==> src/rtl/bomb_pkg.sv <==
// Shared types and constants for the bomb blast scheduler and the blast bitmap.
// Pattern codes are also decoded by the blast bitmap, so keep them in sync.
package bomb_pkg;

  typedef enum logic [1:0] {
    IDLE     = 2'd0,
    FUSE     = 2'd1,
    BLAST    = 2'd2,
    COOLDOWN = 2'd3
  } bomb_state_t;

  localparam logic [2:0] BLAST_CROSS = 3'd0;
  localparam logic [2:0] BLAST_VERT  = 3'd1;
  localparam logic [2:0] BLAST_HORIZ = 3'd2;

  localparam int TILE_BITS = 5;

  typedef logic [7:0] frame_cnt_t;

  // Unknown pattern codes fall back to the cross pattern.
  function automatic logic [2:0] clamp_pattern(input logic [2:0] p);
    return (p > BLAST_HORIZ) ? BLAST_CROSS : p;
  endfunction

  function automatic logic [10:0] snap_tile(input logic [10:0] v);
    return {v[10:TILE_BITS], {TILE_BITS{1'b0}}};
  endfunction

endpackage

==> src/rtl/bomb_rr_arbiter.sv <==
// Two-requester round-robin arbiter; purely combinational, the pointer
// (last_owner) is held by the parent so it survives an abort.
module bomb_rr_arbiter (
  input  logic [1:0] req,
  input  logic       last_owner,
  input  logic       en,
  output logic [1:0] win,
  output logic       idx
);

  always_comb begin
    win = 2'b00;
    if (en) begin
      unique case (req)
        2'b01:   win = 2'b01;
        2'b10:   win = 2'b10;
        2'b11:   win = last_owner ? 2'b01 : 2'b10;
        default: win = 2'b00;
      endcase
    end
  end

  assign idx = win[1];

endmodule

==> src/rtl/bomb_blast_scheduler.sv <==
// Grants one bomb at a time to one of two players and times its fuse, blast
// and cooldown phases in video frames; all outputs come straight from flops.
module bomb_blast_scheduler
  import bomb_pkg::*;
#(
  parameter int FUSE_FRAMES     = 120,
  parameter int BLAST_FRAMES    = 30,
  parameter int COOLDOWN_FRAMES = 15
) (
  input  logic        clk,
  input  logic        resetN,
  input  logic        startOfFrame,
  input  logic        abort,
  input  logic [1:0]  req,
  input  logic [10:0] reqX0,
  input  logic [10:0] reqY0,
  input  logic [10:0] reqX1,
  input  logic [10:0] reqY1,
  input  logic [2:0]  pattern0,
  input  logic [2:0]  pattern1,
  output logic [1:0]  grant,
  output logic        owner,
  output logic [10:0] bombX,
  output logic [10:0] bombY,
  output logic        bomb_visible,
  output logic        blast,
  output logic [2:0]  blast_num,
  output logic        busy
);

  localparam frame_cnt_t FUSE_LAST     = frame_cnt_t'(FUSE_FRAMES - 1);
  localparam frame_cnt_t BLAST_LAST    = frame_cnt_t'(BLAST_FRAMES - 1);
  localparam frame_cnt_t COOLDOWN_LAST = frame_cnt_t'(COOLDOWN_FRAMES - 1);

  bomb_state_t state_reg, state_next;
  frame_cnt_t  cnt_reg, cnt_next;
  logic        last_owner_reg, last_owner_next;
  logic [1:0]  grant_next;
  logic        owner_next;
  logic [10:0] bomb_x_next, bomb_y_next;
  logic [2:0]  blast_num_next;

  logic [1:0]  arb_win;
  logic        arb_idx;
  frame_cnt_t  phase_last;
  logic        phase_done;

  bomb_rr_arbiter u_arbiter (
    .req        (req),
    .last_owner (last_owner_reg),
    .en         ((state_reg == IDLE) && !abort),
    .win        (arb_win),
    .idx        (arb_idx)
  );

  always_comb begin
    unique case (state_reg)
      FUSE:     phase_last = FUSE_LAST;
      BLAST:    phase_last = BLAST_LAST;
      COOLDOWN: phase_last = COOLDOWN_LAST;
      default:  phase_last = '0;
    endcase
  end

  assign phase_done = startOfFrame && (cnt_reg == phase_last);

  always_comb begin
    state_next      = state_reg;
    cnt_next        = cnt_reg;
    last_owner_next = last_owner_reg;
    grant_next      = 2'b00;
    owner_next      = owner;
    bomb_x_next     = bombX;
    bomb_y_next     = bombY;
    blast_num_next  = blast_num;

    unique case (state_reg)
      IDLE: begin
        if (arb_win != 2'b00) begin
          state_next      = FUSE;
          cnt_next        = '0;
          grant_next      = arb_win;
          owner_next      = arb_idx;
          last_owner_next = arb_idx;
          bomb_x_next     = snap_tile(arb_idx ? reqX1 : reqX0);
          bomb_y_next     = snap_tile(arb_idx ? reqY1 : reqY0);
          blast_num_next  = clamp_pattern(arb_idx ? pattern1 : pattern0);
        end
      end
      FUSE, BLAST, COOLDOWN: begin
        if (phase_done) begin
          cnt_next = '0;
          if (state_reg == FUSE)
            state_next = BLAST;
          else if (state_reg == BLAST && COOLDOWN_FRAMES != 0)
            state_next = COOLDOWN;
          else
            state_next = IDLE;
        end else if (startOfFrame) begin
          cnt_next = cnt_reg + 8'd1;
        end
      end
      default: state_next = IDLE;
    endcase

    // Abort overrides everything except the round-robin pointer.
    if (abort) begin
      state_next = IDLE;
      cnt_next   = '0;
      grant_next = 2'b00;
    end

    if (state_next == IDLE) begin
      owner_next     = 1'b0;
      bomb_x_next    = '0;
      bomb_y_next    = '0;
      blast_num_next = '0;
    end
  end

  always_ff @(posedge clk or negedge resetN) begin
    if (!resetN) begin
      state_reg      <= IDLE;
      cnt_reg        <= '0;
      last_owner_reg <= 1'b1;
      grant          <= 2'b00;
      owner          <= 1'b0;
      bombX          <= '0;
      bombY          <= '0;
      blast_num      <= '0;
      bomb_visible   <= 1'b0;
      blast          <= 1'b0;
      busy           <= 1'b0;
    end else begin
      state_reg      <= state_next;
      cnt_reg        <= cnt_next;
      last_owner_reg <= last_owner_next;
      grant          <= grant_next;
      owner          <= owner_next;
      bombX          <= bomb_x_next;
      bombY          <= bomb_y_next;
      blast_num      <= blast_num_next;
      bomb_visible   <= (state_next == FUSE);
      blast          <= (state_next == BLAST);
      busy           <= (state_next != IDLE);
    end
  end

endmodule
==> config.mk <==
export PLATFORM = sky130hd
export DESIGN_NAME = bomb_blast_scheduler
export DESIGN_NICKNAME = d
export VERILOG_FILES = /design/src/rtl/bomb_pkg.sv /design/src/rtl/bomb_rr_arbiter.sv /design/src/rtl/bomb_blast_scheduler.sv
export SDC_FILE = /design/constraint.sdc
export NUM_CORES = 1
export LEC_CHECK = 0
export ABC_AREA = 1
export CORE_MARGIN = 2
export CORE_UTILIZATION = 38
export DETAILED_ROUTE_END_ITERATION = 16
export PLACE_DENSITY = 0.88
export SETUP_SLACK_MARGIN = 0.02
export SYNTH_ARGS = -nofsm -noshare
export SYNTH_HDL_FRONTEND = slang
export SYNTH_SLANG_ARGS = --single-unit
==> constraint.sdc <==
create_clock -name clk -period 2.1 [get_ports clk]
set_clock_uncertainty 0.15 [all_clocks]
set_input_delay 0.21 -clock clk [delete_from_list [all_inputs] [get_ports clk]]
set_output_delay 0.21 -clock clk [all_outputs]
set_load 0.02 [all_outputs]
==> flow_metrics.py <==
metrics = {
    "floorplan": {
        "placement_rows": 26,
        "die_extent_in_x_um": 75.9,
        "design.die.area_um2": 5770,
        "dieHeight_um": 75.9,
        "floorplan.initialDensity": 0.390,
        "core_area_um2": 5040,
        "ioPinCount": 87,
    },
    "pwr": {
        "p_seq_frac": 0.252,
        "p_comb_frac": 0.571,
        "internal_power_uw": 1920,
        "vdd_drop_max_mv": 0.665,
        "report.power.total_uw": 3300,
        "switching_share": 0.417,
        "power_frac_clock": 0.178,
        "power_leakage_uw": 0.00135,
        "switchingPower_uw": 1380,
        "cellPowerDensity_nw_per_um2": 1100,
    },
    "yosys": {
        "asyncSetResetFlopFracSynth": 1.00,
        "synthesized_area_per_cell_um2": 7.62,
        "netlist.area_leader.share": 0.394,
        "synth_edf_count": 0,
        "synth.distinct_cells": 32,
        "synthTopCellsByArea": "dfrtp_1, nand2_1, inv_1",
        "synth-warning-count": 0,
        "netlist_top_cells_count": "nand2_1, inv_1, dfrtp_1, o21ai_0, nor2_1",
        "postSynthCellCount": 258,
        "cell_type_contributing_the_most_total_cell_area_after_synthesis": "dfrtp_1",
        "most_frequent_cell_after_synthesis": "nand2_1",
        "netlist_area_um2": 1970,
        "synth_top_flop_cell": "dfrtp_1",
        "yosys_register_bits": 32,
        "synth-seq-area-share": 0.408,
    },
    "timing": {
        "fin_crit_ps": 2150,
        "finalHoldViolations": 0,
        "setup_violations": 20,
        "final_clock_period_utilization_by_the_worst_path": 1.02,
        "final-max-slew-violation-count": 0,
        "tns_ps": -640,
        "rsz_0062_raised_after_global_routing": "true",
        "final.setup.worst_slack_ps": -45.5,
        "fmax_mhz": 466,
    },
    "finish": {
        "share_of_final_layout_standard_cells_stronger_than_drive_strength_1": 0.223,
        "design_area_um2": 3010,
        "max_ffs_per_register": 8,
        "postLayoutCoreUtil": 0.597,
        "area_growth_syn_to_layout_pct": 53.1,
        "num_antenna_cells": 0,
        "nNetsFinal": 400,
    },
    "run_status": {
        "failed_checks": "setup timing",
        "run_status": "finished with violations",
    },
    "routing": {
        "detail_route.wirelength_um": 5580,
        "viasPerCell": 4.90,
        "postRouteAntennaNets": 0,
        "drt_first_iter_violations": 217,
        "detail_route.first_pass.iterations": 4,
        "vias": 1995,
        "route.detailed.wl_per_inst_um": 13.7,
        "drt_drc_violations_left": 0,
    },
    "critical_path": {
        "startpoint_type": "flip-flop",
        "startpoint_of_the_worst_slack_reg_to_reg_timing_path": "state_reg[1]",
        "worst_path_dominant_cell_family": "simple AND/OR/NAND/NOR gates",
        "arrival_time_at_the_worst_endpoint_ps": 2170,
        "worstRegToRegCells": 15,
        "setup_crit_path_kind": "reg -> reg",
        "regToRegSetupSlack_ps": -50,
        "timing.critical_path.required_ps": 2130,
        "end_kind": "flip-flop",
        "slowest_stage": "dfrtp_1",
        "number_of_buffer_and_inverter_stages_on_the_critical_path": 4,
        "worst_path_largest_cell_delay_ps": 390,
        "critPathMaxFanout": 5,
        "timing.rr.end": "blast_num[1]",
        "worstPathCellList": "inv_2, buf_6, ha_4, inv_2, nand2_2, nand2_1, nand2_1, nand2_1, nor2_2, nand2_2, nand2_2, nand3_2, nand2_4, clkbuf_16, a21oi_2",
    },
    "grt": {
        "wire_length_of_the_first_global_routing_pass_um": 7900,
        "grt_busiest_layer": "met2",
        "antenna_found_initial": 0,
        "grt_max_degree": 33,
        "grt_util_met3": 0.0524,
        "global_route.usage.met2": 0.278,
        "met1_track_demand_over_resource": 0.201,
        "grtUsageTotal": 0.167,
        "gr-total-overflow": 0,
        "number_of_global_route_vias_before_repair": 1804,
    },
    "clocking": {
        "cts_root_buf": "clkbuf_8",
        "clock_tree_from_tritoncts": "yes",
        "clkLatencyLatePin_ps": 290,
        "clock-sinks": 32,
        "clk_pin_slew_worst_paths_ps": 70,
        "cts-root-to-sink-buffers": 2,
        "cts-buffers-inserted": 5,
        "htree_num_levels": 2,
    },
    "placed_design": {
        "placed_cell_areas_um2": 2680,
        "dp_hpwl_um": 3620,
        "port-buffer-count": 56,
        "gp_congestion": 0.827,
    },
    "flow_run": {
        "maxCapViolCount": 0,
    },
    "min_path": {
        "hp-class": "in -> async",
    },
}
==> power groups by stage <==
| stage | Combinational, uW | Sequential [uW] | Clock, uW |
|---|---|---|---|
| after global placement | 1430 | 833 | 0 |
| after global routing | 2020 | 845 | 623 |
| after CTS | 1480 | 826 | 598 |
| after detailed placement | 1470 | 834 | 0 |
| final | 1880 | 830 | 586 |
| after floorplan | 759 | 965 | 0 |
==> cell usage in the layout, fill, tap and decap left out, drive strengths merged, types with 2 or more instances in the layout <==
cell           count
clkdlybuf4s50     56
nand2             54
inv               38
dfrtp             31
o21ai             31
nor2              29
a21oi             20
buf               20
nand3             16
conb              10
ha                 8
clkbuf             7
a31oi              2
==> cells by family (layout without fill, tap and decap cells) <==
kind of cell | Yosys count | after routing | share of synthesized area
flops | 32 | 32 | 0.408
xor+xnor | 2 | 2 | 0.00891
simple gates | 101 | 101 | 0.220
buf+inv | 54 | 124 | 0.132
other cells | 1 | 10 | 0.00191
compound gates | 59 | 59 | 0.174
fa+ha+maj | 8 | 8 | 0.0509
mux | 1 | 1 | 0.00509
==> worst max path at each step <==
stage,start,end,slack (ps),cells past startpoint
after floorplan,state_reg[0],blast_num[0],70,13
after global placement,state_reg[1],busy,70,13
after detailed placement,state_reg[1],bombX[8],-30,13
after CTS,state_reg[1],busy,30,13
after global routing,state_reg[1],blast_num[1],-170,15
final,state_reg[1],blast_num[1],-50,15
==> timing repair <==
action                                  4_1_cts  5_1_grt
pin swaps                                     0       17
setup buffers                                 0        3
hold buffers                                  0        0
resized for setup                             2       35
gates cloned                                  0        3
endpoints found under the setup margin       21       28
==> metal layers <==
layer,share of wire,vias to the layer above,wire length [um]
met2,0.50,88,2780
li1,-,962,-
met5,0,-,0
met1,0.40,927,2220
met4,0.027,0,150
met3,0.076,18,423
==> layout make-up <==
| type | instances | area [um^2] |
|---|---|---|
| Fill cell | 383 | 2030 |
| Multi-Input combinational cell | 181 | 1050 |
| Inverter | 38 | 148 |
| Clock buffer | 5 | 68.8 |
| Tap cell | 70 | 87.6 |
| Timing Repair Buffer | 78 | 808 |
| Sequential cell | 32 | 802 |
| Clock inverter | 3 | 42.5 |
==> through the flow <==
step,setup WS [ps],std cells,hold slack (ps)
4_1_cts,33.3,401,173
3_5_place_dp,-30.4,393,352
3_3_place_gp,71.5,393,337
5_1_grt,-172,407,211
6_report,-45.5,407,162
2_1_floorplan,65.6,267,-236
No activity file was read; power rests on OpenSTA's default activity.
